<file path="config.mk">
export PLATFORM = sky130hd
export DESIGN_NAME = edge_window_counter
export DESIGN_NICKNAME = d
export VERILOG_FILES = /design/src/rtl/edge_window_counter.sv
export SDC_FILE = /design/constraint.sdc
export NUM_CORES = 1
export LEC_CHECK = 0
export CAP_MARGIN = 20
export CORE_ASPECT_RATIO = 0.5
export CORE_MARGIN = 3
export CORE_UTILIZATION = 49
export CTS_BUF_LIST = sky130_fd_sc_hd__clkbuf_4 sky130_fd_sc_hd__clkbuf_8 sky130_fd_sc_hd__clkbuf_16
export DETAILED_ROUTE_END_ITERATION = 16
export PLACE_DENSITY = 0.74
export SLEW_MARGIN = 30
export SYNTH_ARGS = -nofsm -noshare
export SYNTH_HDL_FRONTEND = slang
export SYNTH_SLANG_ARGS = --single-unit
export TNS_END_PERCENT = 1
</file>
<file path="constraint.sdc">
create_clock -name clk -period 1.4 [get_ports clk]
set_input_delay 0.35 -clock clk [delete_from_list [all_inputs] [get_ports clk]]
set_output_delay 0.35 -clock clk [all_outputs]
set_load 0.05 [all_outputs]
</file>
<file path="src/rtl/edge_window_counter.sv">
// edge_window_counter
// Counts single-cycle event pulses over back-to-back windows of WINDOW_CYCLES
// clocks and publishes each window's count with a one-cycle valid strobe and a
// saturation (overflow) flag.
// Optional build macro: EDGE_CNT_HOLDOFF_EN -- when defined, an accepted pulse
// masks pulse_in for the following HOLDOFF_CYCLES cycles.
module edge_window_counter #(
    parameter int WINDOW_CYCLES  = 1000,
    parameter int CNT_WIDTH      = 8,
    parameter int HOLDOFF_CYCLES = 4
) (
    input  logic                 clk,
    input  logic                 reset,
    input  logic                 enable,
    input  logic                 pulse_in,
    output logic [CNT_WIDTH-1:0] count_out,
    output logic                 count_valid,
    output logic                 overflow_out,
    output logic                 busy
);

    localparam int WIN_W = (WINDOW_CYCLES > 1) ? $clog2(WINDOW_CYCLES) : 1;
    localparam logic [WIN_W-1:0]     WIN_LAST = WIN_W'(WINDOW_CYCLES - 1);
    localparam logic [CNT_WIDTH-1:0] CNT_MAX  = {CNT_WIDTH{1'b1}};

    typedef enum logic [0:0] {
        IDLE  = 1'b0,
        COUNT = 1'b1
    } state_t;

    state_t                 state_r, state_s;
    logic [WIN_W-1:0]       win_r, win_s;
    logic [CNT_WIDTH-1:0]   evt_r, evt_s;
    logic                   ovf_r, ovf_s;
    logic [CNT_WIDTH-1:0]   count_out_r, count_out_s;
    logic                   overflow_out_r, overflow_out_s;
    logic                   count_valid_r, count_valid_s;
    logic                   busy_r, busy_s;
    logic [CNT_WIDTH-1:0]   evt_inc_s;
    logic                   ovf_hit_s;
    logic                   pulse_acc_s;

    // Saturating increment: the counter sticks at all-ones instead of wrapping.
    function automatic logic [CNT_WIDTH-1:0] sat_inc(
        input logic [CNT_WIDTH-1:0] value,
        input logic                 inc
    );
        if (inc && (value != CNT_MAX)) begin
            return value + CNT_WIDTH'(1);
        end else begin
            return value;
        end
    endfunction

`ifdef EDGE_CNT_HOLDOFF_EN
    localparam int HOLD_W = $clog2(HOLDOFF_CYCLES + 1);

    logic [HOLD_W-1:0] hold_r, hold_s;

    // Holdoff down-counter: armed by an accepted pulse, runs across windows.
    always_comb begin
        hold_s      = hold_r;
        pulse_acc_s = pulse_in && (hold_r == HOLD_W'(0));
        if (!enable) begin
            hold_s = HOLD_W'(0);
        end else if (pulse_acc_s) begin
            hold_s = HOLD_W'(HOLDOFF_CYCLES);
        end else if (hold_r != HOLD_W'(0)) begin
            hold_s = hold_r - HOLD_W'(1);
        end else begin
            hold_s = hold_r;
        end
    end

    // Holdoff register, cleared by reset.
    always_ff @(posedge clk) begin
        if (reset) begin
            hold_r <= HOLD_W'(0);
        end else begin
            hold_r <= hold_s;
        end
    end
`else
    // Without holdoff every pulse in an enabled cycle is accepted.
    always_comb begin
        pulse_acc_s = pulse_in;
    end
`endif

    // Next-state, window/event counting and published-result logic.
    always_comb begin
        state_s        = state_r;
        win_s          = win_r;
        evt_s          = evt_r;
        ovf_s          = ovf_r;
        count_out_s    = count_out_r;
        overflow_out_s = overflow_out_r;
        count_valid_s  = 1'b0;
        evt_inc_s      = sat_inc(evt_r, pulse_acc_s);
        ovf_hit_s      = pulse_acc_s && (evt_r == CNT_MAX);

        case (state_r)
            IDLE, COUNT: state_s = enable ? COUNT : IDLE;
            default:     state_s = IDLE;
        endcase

        if (!enable) begin
            // Abort or stay idle: partial window is discarded, results hold.
            win_s = WIN_W'(0);
            evt_s = CNT_WIDTH'(0);
            ovf_s = 1'b0;
        end else if (win_r == WIN_LAST) begin
            // Last cycle of the window: its own pulse is included.
            count_out_s    = evt_inc_s;
            overflow_out_s = ovf_r | ovf_hit_s;
            count_valid_s  = 1'b1;
            win_s          = WIN_W'(0);
            evt_s          = CNT_WIDTH'(0);
            ovf_s          = 1'b0;
        end else begin
            win_s = win_r + WIN_W'(1);
            evt_s = evt_inc_s;
            ovf_s = ovf_r | ovf_hit_s;
        end

        busy_s = (state_s == COUNT);
    end

    // State and datapath registers with synchronous reset.
    always_ff @(posedge clk) begin
        if (reset) begin
            state_r        <= IDLE;
            win_r          <= WIN_W'(0);
            evt_r          <= CNT_WIDTH'(0);
            ovf_r          <= 1'b0;
            count_out_r    <= CNT_WIDTH'(0);
            overflow_out_r <= 1'b0;
            count_valid_r  <= 1'b0;
            busy_r         <= 1'b0;
        end else begin
            state_r        <= state_s;
            win_r          <= win_s;
            evt_r          <= evt_s;
            ovf_r          <= ovf_s;
            count_out_r    <= count_out_s;
            overflow_out_r <= overflow_out_s;
            count_valid_r  <= count_valid_s;
            busy_r         <= busy_s;
        end
    end

    assign count_out    = count_out_r;
    assign count_valid  = count_valid_r;
    assign overflow_out = overflow_out_r;
    assign busy         = busy_r;

endmodule

</file>
==> flow_metrics.tcl <==
set metrics [dict create \
    holdWs_ps 477 \
    cap_viol_max_count 0 \
    async_flop_share 0 \
    io_pins 15 \
    p_per_area_mw_per_mm2 829 \
    hold_class "reg2reg" \
    synthDistinctLibCells 38 \
    min_path_cells 2 \
    port-buffer-count 14 \
    cp.arrival_ps 1650 \
    violations "setup timing" \
    relSlewSlack 0.772 \
    cts_tree "done" \
    worstSetupStartpointType "flip-flop" \
    path_clk_slew_ps 70 \
    cts_root_buf "clkbuf_8" \
    synth_edf_count 0 \
    clkLatencyLatePin_ps 280 \
    leakage_nw 0.770 \
    critical_path.cell_chain "buf_4 -> nand4_1 -> or3_2 -> a21oi_1" \
    setup_ws_ps -39.0 \
    hp-start "ovf_r" \
    ys.flop_type "dfxtp_1" \
    r2r-start "win_r[6]" \
    cpMaxStageDelayCell "or3_2" \
    wl_mm 4.19 \
    synth_common_cells "30 x dfxtp_1, 9 x nand2_1, 8 x a21oi_1, 8 x nor2_1" \
    die_area_mm2 0.00338 \
    antenna_found_initial 0 \
    syn_inst 139 \
    rsz0062_at_grt "yes" \
    gp_congestion 0.862 \
    yosys.area.top_type "dfxtp_1" \
    dpl.hpwl_mm 2.36 \
    syn_area_per_cell_um2 9.47 \
    tightest_slew_ps 340 \
    overflow 0 \
    finalCritPeriodShare 1.03 \
    routedWlPerCell_um 18.6 \
    syn-num-nets 146 \
    vias_per_cell 6.09 \
    drv_slew 0 \
    track_usage 0.226 \
    worst-r2r-setup-slack_ps -40 \
    hold_viol_final 0 \
    drive_gt1_frac 0.426 \
    start_util 0.555 \
    clock_skew_ps 6.07 \
    synth_top_family_by_area "simple AND/OR/NAND/NOR gates" \
    die_y_um 42.7 \
    max_freq_mhz 695 \
    cp.depth 4 \
    crit_family "simple AND/OR/NAND/NOR gates" \
    status "complete, but fails checks" \
    die_x_um 79.3 \
    synth-compound-area-share 0.211 \
    grt_max_degree 11 \
    cp_num_buf_inv 1 \
    ir_drop_mv 0.744 \
    drtIter0Drc 125 \
    placed_area_mm2 0.00179 \
    fin_area_mm2 0.00206 \
    ys_ff_latch 30 \
    place_ws_ps -331 \
    required_ps 1610 \
    drcViolationCount 0 \
    crit_type "reg2reg" \
    syn2layout_area_growth_pct 56.5 \
    final_cell_count_no_fill 225 \
    path_max_fanout 6 \
    drtAntennaViolNets 0 \
    fin_util 0.868 \
    yosys_warnings 0 \
    first_global_vias 1279 \
    hold-path-endpoint "ovf_r" \
    fp-row-count 12 \
    n_antenna_cell 0 \
    synth-simple-area-share 0.238 \
    synth_fa_ha_area_frac 0.0285 \
    grt_pass1_wl_mm 5.86 \
    synth_area_leaders "dfxtp_1 46%, o32ai_1 4.0%, a31oi_1 3.3%, nand4_1 3.3%, a21oi_1 3.0%" \
    place_inst 211 \
    core_mm2 0.00237 \
    vias 1370 \
    synth-xor-area-share 0.0200 \
    yosys.area.top_type_share 0.456 \
    synthMuxAreaShare 0 \
    max_stage_delay_ps 490 \
    syn-cell-area_mm2 0.00132 \
    clk_path_buf_depth 2 \
    ys_seq_area_frac 0.456 \
    drtPass1Iterations 4 \
    cts_sinks 30 \
    fin_crit_ps 1440 \
    reg2reg_depth 4 \
    setup_violations 2 \
    final_nets 196 \
    synth_most_common_cell "dfxtp_1" \
    numCtsBuffers 5 \
    r2r_end "win_r[7]" \
    cts.htree.levels 2 \
    end_kind "flip-flop" \
]
[how the worst max path moves through the flow]
stage                        start            to  slack (ps)
after global routing      win_r[4]      win_r[7]        -130
final                     win_r[6]      win_r[7]         -40
after detailed placement    enable  count_out[5]        -330
after floorplan           win_r[0]      evt_r[0]         0.8
after CTS                 evt_r[1]  count_out[3]         -40
after global placement    pulse_in      evt_r[7]        -320
[kinds of logic (layout without fill, tap and decap cells)]
group                    after synthesis  after routing
buffers and inverters                 11             62
XOR/XNOR                               3              3
flip-flops                            30             30
AO/OA/AOI/OAI                         37             37
adder cells (fa/ha/maj)                3              3
AND/OR/NAND/NOR                       55             55
[through the flow]
step                      power (W)  TNS, ps
after floorplan            0.000918        0
after global placement     0.000955    -7180
after detailed placement   0.000957    -7560
after CTS                   0.00170    -84.5
after global routing        0.00176     -604
final                       0.00171    -47.5
[timing repair]
item / CTS / global route
endpoints found under the setup margin: 26 / 25
hold buffers: 0 / 0
pin swaps: 1 / 9
gates resized for setup: 2 / 28
buffers inserted: 3 / 3
[metal layers]
metal / GRT usage / share of wire
met5: 0 / 0
met4: 0.0856 / 0.034
met3: 0.0720 / 0.069
met2: 0.388 / 0.48
met1: 0.265 / 0.41
[cell type report]
cell class	count	area, um^2
clock buffers	7	90.1
clock inverters	1	5.00
fillers	123	313
inverters	5	18.8
multi-input cells	98	754
flip-flops and latches	30	608
well taps	35	43.8
repair buffers	49	539
[state kept, by name (all words and copies together), names as in the netlist]
register      cells
win_r            10
count_out         8
evt_r             8
busy              1
count_valid       1
overflow_out      1
ovf_r             1
[cells in the final DEF (no fill, tap or decap), types with 5 or more instances in the layout]
cell	synthesis	layout
buf_4	0	31
dfxtp_1	30	24
buf_12	0	12
nand2_1	9	9
nor2_1	8	8
a21oi_1	8	7
nand4_1	7	7
nor3_1	7	7
a31oi_1	7	7
clkbuf_8	0	6
dfxtp_2	0	6
nand3_1	7	5
inv_1	5	5
o32ai_2	0	5
[report_power, final]
part | switching, W | internal (W) | total, W
clock network | 0.000329 | 0.000415 | 0.000744
registers | 0.00000520 | 0.000860 | 0.000866
logic | 0.0000487 | 0.0000496 | 0.0000982
total | 0.000383 | 0.00133 | 0.00171
[worst reg2reg max path: stages (launching register included)]
cell and delay, ps:
dfxtp_1 340, buf_4 130, nand4_1 220, or3_2 490, a21oi_1 190
Power figures use the tool's default switching activity.
